===== config.mk =====
export PLATFORM = sky130hd
export DESIGN_NAME = pipelined_mul
export DESIGN_NICKNAME = d
export VERILOG_FILES = /design/src/rtl/pipelined_mul.sv
export SDC_FILE = /design/constraint.sdc
export NUM_CORES = 2
export LEC_CHECK = 0
export BUFFER_PORTS_ARGS = -buffer_cell sky130_fd_sc_hd__buf_2
export CORE_AREA = 2 2 436 438
export CTS_BUF_LIST = sky130_fd_sc_hd__clkbuf_2 sky130_fd_sc_hd__clkbuf_4 sky130_fd_sc_hd__clkbuf_8
export DETAILED_ROUTE_END_ITERATION = 10
export DIE_AREA = 0 0 438 440
export PLACE_DENSITY_LB_ADDON = 0.05
export SYNTH_ARGS = -nofsm -noshare
export SYNTH_HDL_FRONTEND = slang
export SYNTH_SLANG_ARGS = --single-unit

===== constraint.sdc =====
create_clock -name clk -period 13.5 [get_ports clk]
set_input_delay 2.7 -clock clk [delete_from_list [all_inputs] [get_ports clk]]
set_output_delay 2.7 -clock clk [all_outputs]
set_load 0.01 [all_outputs]

===== src/rtl/pipelined_mul.sv =====
// pipelined_mul
//   Pipelined sign/magnitude multiplier with per-stage valid bits and
//   backpressure. Operands are turned into magnitudes when they are accepted.
//   Each accumulate stage adds WIDTH/STAGES shifted partial products. The last
//   stage negates the sum when the product sign is negative. Bubbles collapse
//   into empty stages behind a stall.
//
//   Pipeline slots:
//     slot 0        : capture register (magnitudes of a/b, product sign)
//     slot 1..STAGES: accumulate stages; slot STAGES drives product
//   An entry taken at edge N is in slot STAGES, with out_valid high, after
//   edge N+STAGES.
//
// Ports
//   clk        rising-edge clock
//   rst        asynchronous, active-high reset; clears every valid bit
//   in_valid   operand pair on a/b/is_signed is valid
//   in_ready   block accepts the operand pair this cycle
//   a, b       WIDTH-bit multiplicand / multiplier
//   is_signed  1 = two's-complement operands, 0 = unsigned
//   out_valid  product is valid
//   out_ready  downstream accepts the product this cycle
//   product    2*WIDTH-bit full product
//   busy       at least one slot holds a valid entry
//
// Handshake: a transfer happens on a rising edge where valid && ready on the
// same side. A producer may change its data freely while not transferring.
// in_ready depends combinationally on out_ready through the advance chain.
// out_valid and product come straight from registers and stay stable while
// out_ready is low.
module pipelined_mul #(
  parameter int WIDTH  = 32,
  parameter int STAGES = 4
) (
  input  logic                 clk,
  input  logic                 rst,
  input  logic                 in_valid,
  output logic                 in_ready,
  input  logic [WIDTH-1:0]     a,
  input  logic [WIDTH-1:0]     b,
  input  logic                 is_signed,
  output logic                 out_valid,
  input  logic                 out_ready,
  output logic [2*WIDTH-1:0]   product,
  output logic                 busy
);

  localparam int CHUNK = WIDTH / STAGES;
  localparam int PW    = 2 * WIDTH;
  localparam logic [WIDTH-1:0] ONE_W = 1;
  localparam logic [PW-1:0]    ONE_P = 1;

  logic [STAGES:0]    valid_q;
  logic [STAGES:0]    adv;
  logic [WIDTH-1:0]   mag_a_q [0:STAGES-1];
  logic [WIDTH-1:0]   mag_b_q [0:STAGES-1];
  logic [STAGES-1:0]  neg_q;
  // acc_q[0] is never loaded; it stays zero and seeds the first accumulate stage.
  logic [PW-1:0]      acc_q   [0:STAGES];
  logic [PW-1:0]      acc_d   [1:STAGES];

  logic [WIDTH-1:0]   mag_a_in;
  logic [WIDTH-1:0]   mag_b_in;
  logic               neg_in;

  // Magnitudes at capture time. The most-negative value maps to 2^(WIDTH-1),
  // which still fits in WIDTH unsigned bits, so no case overflows.
  always_comb begin
    mag_a_in = (is_signed && a[WIDTH-1]) ? (~a + ONE_W) : a;
    mag_b_in = (is_signed && b[WIDTH-1]) ? (~b + ONE_W) : b;
    neg_in   = is_signed && (a[WIDTH-1] ^ b[WIDTH-1]);
  end

  // A slot advances when it is empty or when the slot after it advances.
  // The output slot advances when it is empty or on an output transfer.
  always_comb begin
    adv = '0;
    adv[STAGES] = !valid_q[STAGES] || out_ready;
    for (int k = STAGES - 1; k >= 0; k--) begin
      adv[k] = !valid_q[k] || adv[k+1];
    end
  end

  // Stage k adds the partial products for multiplier bits
  // [(k-1)*CHUNK +: CHUNK]. The final stage also applies the sign.
  always_comb begin
    for (int k = 1; k <= STAGES; k++) begin
      acc_d[k] = acc_q[k-1];
      for (int j = 0; j < CHUNK; j++) begin
        if (mag_b_q[k-1][(k-1)*CHUNK + j]) begin
          acc_d[k] = acc_d[k] + (PW'(mag_a_q[k-1]) << ((k-1)*CHUNK + j));
        end
      end
      if (k == STAGES && neg_q[k-1]) begin
        acc_d[k] = ~acc_d[k] + ONE_P;
      end
    end
  end

  always_ff @(posedge clk or posedge rst) begin
    if (rst) begin
      valid_q <= '0;
      neg_q   <= '0;
      for (int k = 0; k < STAGES; k++) begin
        mag_a_q[k] <= '0;
        mag_b_q[k] <= '0;
      end
      for (int k = 0; k <= STAGES; k++) begin
        acc_q[k] <= '0;
      end
    end else begin
      // Capture slot
      if (adv[0]) begin
        valid_q[0] <= in_valid;
        if (in_valid) begin
          mag_a_q[0] <= mag_a_in;
          mag_b_q[0] <= mag_b_in;
          neg_q[0]   <= neg_in;
        end
      end
      // Valid bits and accumulators. Data registers load only with a real
      // entry, so a stalled or empty slot keeps its contents.
      for (int k = 1; k <= STAGES; k++) begin
        if (adv[k]) begin
          valid_q[k] <= valid_q[k-1];
          if (valid_q[k-1]) begin
            acc_q[k] <= acc_d[k];
          end
        end
      end
      // Operand magnitudes and sign travel with the entry.
      for (int k = 1; k < STAGES; k++) begin
        if (adv[k] && valid_q[k-1]) begin
          mag_a_q[k] <= mag_a_q[k-1];
          mag_b_q[k] <= mag_b_q[k-1];
          neg_q[k]   <= neg_q[k-1];
        end
      end
    end
  end

  assign in_ready  = adv[0];
  assign out_valid = valid_q[STAGES];
  assign product   = acc_q[STAGES];
  assign busy      = |valid_q;

endmodule

== Yosys cells after proc, flatten, opt, wreduce, memory -nomap -nowiden ==
Index checks and enable logic that the tools add are counted.

* Memory bits (writable): 0
* Memories kept: 0
* Memory bits (read-only): 0
* Latch bits: 0
* Flip-flop bits (word level): 521
* Logic and storage cells: 117

* Add/subtract/negate cells: 35
* Multiply operators: 0
* $lt $le $gt $ge: 0
* Reduce and logical (&&, ||, !) cells: 22
* Bitwise gates (word level): 4
* Equal/unequal tests: 0
* Div/mod/pow operators: 0
* Mux-type cells: 35
* Shift operators: 0

{| class="wikitable"
|+ Operator list
! operator !! count
|-
| 64-bit two-way mux || 33
|-
| 32-bit by 1-bit adder with 32-bit output, second input constant || 2
|-
| 64-bit by 1-bit adder with 64-bit output, second input constant || 1
|-
| 64-bit by 32-bit adder with 64-bit output || 1
|-
| 64-bit by 33-bit adder with 64-bit output || 1
|-
| 64-bit by 34-bit adder with 64-bit output || 1
|-
| 64-bit by 35-bit adder with 64-bit output || 1
|-
| 64-bit by 36-bit adder with 64-bit output || 1
|-
| 64-bit by 37-bit adder with 64-bit output || 1
|-
| 64-bit by 38-bit adder with 64-bit output || 1
|-
| 64-bit by 39-bit adder with 64-bit output || 1
|-
| 64-bit by 40-bit adder with 64-bit output || 1
|-
| 64-bit by 41-bit adder with 64-bit output || 1
|-
| 64-bit by 42-bit adder with 64-bit output || 1
|-
| 64-bit by 43-bit adder with 64-bit output || 1
|-
| 64-bit by 44-bit adder with 64-bit output || 1
|-
| 64-bit by 45-bit adder with 64-bit output || 1
|-
| 64-bit by 46-bit adder with 64-bit output || 1
|-
| 64-bit by 47-bit adder with 64-bit output || 1
|-
| 64-bit by 48-bit adder with 64-bit output || 1
|-
| 64-bit by 49-bit adder with 64-bit output || 1
|-
| 64-bit by 50-bit adder with 64-bit output || 1
|-
| 64-bit by 51-bit adder with 64-bit output || 1
|-
| 64-bit by 52-bit adder with 64-bit output || 1
|-
| other kinds (20) || 39
|}

== Depth between registers and ports, before layout ==
* Depth in word-level cells: 19
* Depth in mapped cells: 80
* Gate-level depth less buffers: 80

== Least setup slack after synthesis ==
OpenSTA, ideal clock, no wires.

* Path kind: reg2reg
* Start point: reg mag_a_q[1] (netlist bit)
* End point: reg acc_q, in the netlist product[62]
* Slack: -0.899 ns
* Arrival: 14.331 ns
* Buffers on the path: 5
* Cell stages (with the launch flop): 72
* Period minus slack after synthesis: 14.399 ns
* Cell sequence: dfrtp_1 inv_1 fa_1 nor2b_1 o211ai_1 a211o_1 nand3_1 xor2_1 mux2_2 ha_1 clkbuf_1 a21o_1 or3_1 nor3_1 nor3b_1 or2_2 ha_1 buf_2 [36 not listed] o21ai_0 o21a_1 nand3_1 xor2_1 a221o_1 ha_1 and2_1 nor2b_1 a41oi_1 a31oi_1 o41a_1 a31oi_1 xnor2_1 mux2i_1 nor3_1 nand3_1 or4_1 nand3_1

* Cells in the longest elaborated chain, start to end: 19

{| class="wikitable"
|+ Ends and longest elaborated chain
! item !! RTL line !! text
|-
| from (decl) || 55 || <nowiki>logic [WIDTH-1:0] mag_a_q [0:STAGES-1];</nowiki>
|-
| from (signal, indexed assignment) || 134 || <nowiki>mag_a_q[k] <= mag_a_q[k-1];</nowiki>
|-
| 64-bit by 56-bit adder with 64-bit output || 91 || <nowiki>acc_d[k] = acc_d[k] + (PW'(mag_a_q[k-1]) << ((k-1)*CHUNK + j));</nowiki>
|-
| 64-bit two-way mux || 90 || <nowiki>if (mag_b_q[k-1][(k-1)*CHUNK + j]) begin</nowiki>
|-
| 64-bit by 57-bit adder with 64-bit output || 91 ||
|-
| 64-bit two-way mux || 90 ||
|-
| 64-bit by 58-bit adder with 64-bit output || 91 ||
|-
| 64-bit two-way mux || 90 ||
|-
| 64-bit by 59-bit adder with 64-bit output || 91 ||
|-
| 64-bit two-way mux || 90 ||
|-
| [3 not listed] || n/a ||
|-
| 64-bit two-way mux || 90 ||
|-
| 64-bit by 62-bit adder with 64-bit output || 91 ||
|-
| 64-bit two-way mux || 90 ||
|-
| 64-bit by 63-bit adder with 64-bit output || 91 ||
|-
| 64-bit two-way mux (*) || 90 ||
|-
| 64-bit inverter || 95 || <nowiki>acc_d[k] = ~acc_d[k] + ONE_P;</nowiki>
|-
| 64-bit by 1-bit adder with 64-bit output || 95 ||
|-
| 64-bit two-way mux (*) || 94 || <nowiki>if (k == STAGES && neg_q[k-1]) begin</nowiki>
|-
| to (signal, indexed assignment) || 127 || <nowiki>acc_q[k] <= acc_d[k];</nowiki>
|-
| to (decl) || 59 || <nowiki>logic [PW-1:0] acc_q [0:STAGES];</nowiki>
|}

Mark *: on every way between the ends. The rest lies on a longest branch, timed or not.
A chain may end at the register's enable or synchronous reset.

== Worst setup path in the final report ==
* Start point: reg mag_a_q[33] (netlist bit)
* End point: reg acc_q[118] (netlist bit)

* Cells in the longest elaborated chain, start to end: 16

{| class="wikitable"
|+ Ends and longest elaborated chain
! item !! RTL line
|-
| 64-bit by 48-bit adder with 64-bit output || 91
|-
| 64-bit two-way mux || 90
|-
| 64-bit by 49-bit adder with 64-bit output || 91
|-
| 64-bit two-way mux || 90
|-
| 64-bit by 50-bit adder with 64-bit output || 91
|-
| 64-bit two-way mux || 90
|-
| 64-bit by 51-bit adder with 64-bit output || 91
|-
| 64-bit two-way mux || 90
|-
| 64-bit by 52-bit adder with 64-bit output || 91
|-
| 64-bit two-way mux || 90
|-
| 64-bit by 53-bit adder with 64-bit output || 91
|-
| 64-bit two-way mux || 90
|-
| 64-bit by 54-bit adder with 64-bit output || 91
|-
| 64-bit two-way mux || 90
|-
| 64-bit by 55-bit adder with 64-bit output || 91
|-
| 64-bit two-way mux (*) || 90
|}

Marked as above.

==> metrics.cfg <==
[outcome]
status = finished, violations left
violations = negative setup slack

[synth]
synth_fp_nets = 12180
seq_area_frac_synth = 0.1311
syn_avg_cell_area_um2 = 7.260
synth_edf_count = 0
synth_flop_cell = dfrtp_1
syn_area_mm2 = 0.08038
ys_types = 122
synthCells = 11070
synth_seq_cells = 421
yosys_warnings = 64
synth_async_sr_flop_share = 1.000

[clock_tree]
cts_sinks = 421
cts-root-buf = clkbuf_8
cts_tree = done
clk_pin_slew_ns = 0.06
clk_path_buf_depth = 3
insertion_delay_ns = 0.86
cts_buffers = 86
cts_hold_buf = 0
htreeDepth = 3

[timing]
max_freq_ghz = 0.07130
setup_slack_ns = -0.5259
slew_viol_final = 0
rsz0062_at_grt = true
period_share = 1.039
hold_viol = 0
finalClockSkew_ns = 0.06903
worst_slew_pin_slew_ns = 1.261
max_slew_margin = 0.1562
setup_viol = 28
fin_crit_ns = 14.03

[layout]
syn2layout_area_growth_pct = 43.94
nNetsFinal = 14990
postLayoutCoreUtil = 0.6135
regArea_mm2 = 0.01055
layout_common_cells = 2971 x buf_4, 1412 x nand2_1, 893 x nor2_1
multi_input_area_mm2 = 0.07441
mostFrequentLayoutCell = buf_4
nFillCells = 17350
drive_gt1_frac = 0.3525

[route]
routed_wl_mm = 357.5
vias = 96080
drt_pass1_iterations = 6
ant_nets = 0
drt_iter0_markers = 6538
wl_per_cell_um = 21.68
via_per_inst = 5.827
drcViolationCount = 0

[placed_design]
place.port_buffers = 135
place_ws_ns = -1.812
place_congestion = 1.002
dpl.hpwl_mm = 284.0

[die]
die_w_um = 438
initial_core_util = 0.4263
pin_count = 136
die_h_um = 440
coreArea_mm2 = 0.1886
die-area_mm2 = 0.1927
fp-row-count = 160

[critical_path]
setup.worst_path.class = reg2reg
worst_path_largest_cell_delay_ns = 0.46
worstPathArrival_ns = 14.69
cp_common_cell = a21oi_2
cpMaxStageDelayCell = ha_1
cp-start-kind = register
crit_fanout = 4
worst_setup_path_end_kind = register
cp_data_required_time_ns = 14.16

[grt]
grt_pass1_vias = 92250
grt_start_max_net_pins = 102
gr-total-overflow = 0
grt_usage = 0.3528
grt_first_pass_wirelength_mm = 537.3
antenna_found_initial = 23

[min_path]
hold_class = reg2reg

[run]
max_cap_violations = 0

[synth_stat cells, drive strengths merged, types with 31 or more instances]
master,count,share of area
nand2b,172,0.013
nor2b,137,0.011
buf,141,0.010
fa,31,0.0077
a221oi,38,0.0042
a211oi,168,0.016
a211o,46,0.0050
nand3,268,0.017
and3,97,0.0075
a31o,39,0.0042
o31ai,110,0.011
clkbuf,316,0.015
nand2,1459,0.068
o2111ai,33,0.0038
o22ai,39,0.0030
o221ai,31,0.0034
dfrtp,421,0.13
ha,1002,0.16
nor4,43,0.0036
or4,31,0.0029
a221o,32,0.0040
o211ai,89,0.0084
nor2,951,0.044
xnor2,466,0.051
nand4,93,0.0074
a21o,379,0.035
o21bai,97,0.0091
nor3,241,0.015
mux2i,118,0.015
and2,84,0.0066
xor2,336,0.037
inv,410,0.019
a21boi,32,0.0030
nand3b,31,0.0029
a41oi,32,0.0036
or3,98,0.0076
mux2,246,0.034
o21ai,858,0.053
o21a,209,0.020
or2,54,0.0042
a21oi,994,0.062
a31oi,133,0.011
[final cells by class]
class,count,share of cell area
multi-input combinational,9773,0.6431
timing repair buffer,3188,0.2070
inverter,422,0.01380
sequential,421,0.09117
antenna,15,0.0003244
clock inverter,35,0.003817
tap,2511,0.02715
clock buffer,125,0.01368
[sequential cells by signal, summed over array words and instances (netlist names)]
register and flops:
valid_q 5, acc_q 141, neg_q 4, mag_a_q 128, product 64, mag_b_q 79
[metal layers]
layer | vias up | wire, um | GRT usage
met5 | - | 18 | 0
met4 | 2 | 21360 | 0.1801
met3 | 733 | 18340 | 0.03483
met2 | 2799 | 163400 | 0.5865
met1 | 46080 | 154400 | 0.4531
li1 | 46470 | - | -
[critical path: cells and delay by family (launching register included)]
kind	cells	cell delay (ns)
xor gates and xnor gates	4	0.49
and+or+nand+nor	13	1.81
buffers and inverters	11	1.45
adders and majority gates	8	2.38
AOI/OAI and AO/OA	36	6.81
DFF	1	0.44
muxes	2	0.43
[stage by stage]
stage               hold slack [ns]  cells  TNS, ns  instance area (um^2)
finish                       0.4606  16490   -7.147                115700
global route                 0.4948  16490   -25.45                115700
CTS                          0.4489  16320   -1.809                110600
detailed placement           0.4489  15890   -54.72                102300
global placement             0.4545  15890   -49.65                102300
floorplan                    0.4386  11070        0                 80740
[final timing paths]
check,from,endpoint,slack [ns],cells past startpoint
max in group asynchronous,rst,neg_q[3]$_DFFE_PP0P_,8.78,5
setup / recovery,mag_a_q[33]$_DFFE_PP0P_,acc_q[118]$_DFFE_PP0P_,-0.53,74
hold / removal,mag_b_q[85]$_DFFE_PP0P_,mag_b_q[53]$_DFFE_PP0P_,0.46,2
setup reg to reg,mag_a_q[33]$_DFFE_PP0P_,acc_q[118]$_DFFE_PP0P_,-0.53,74
hold reg to reg,mag_b_q[85]$_DFFE_PP0P_,mag_b_q[53]$_DFFE_PP0P_,0.46,2
min in group asynchronous,rst,mag_a_q[66]$_DFFE_PP0P_,1.87,2
[timing repair]
item | 4_1_cts | 5_1_grt
pin swaps | 487 | 625
gates resized for setup | 870 | 793
setup buffers | 285 | 174
endpoints found under the setup margin | 55 | 65
[cell families after synthesis]
group / Yosys count / share of synthesized area
flip-flops: 421 / 0.1311
XOR/XNOR: 802 / 0.08738
adder cells (fa/ha/maj): 1033 / 0.1637
multiplexers: 364 / 0.04915
buffers and inverters: 879 / 0.04469
AND/OR/NAND/NOR: 3861 / 0.2228
AO/OA/AOI/OAI: 3713 / 0.3012
Power is left out: the tool's default activity adds up to more than one toggle a clock period on the data nets, which glitch-free logic cannot reach.
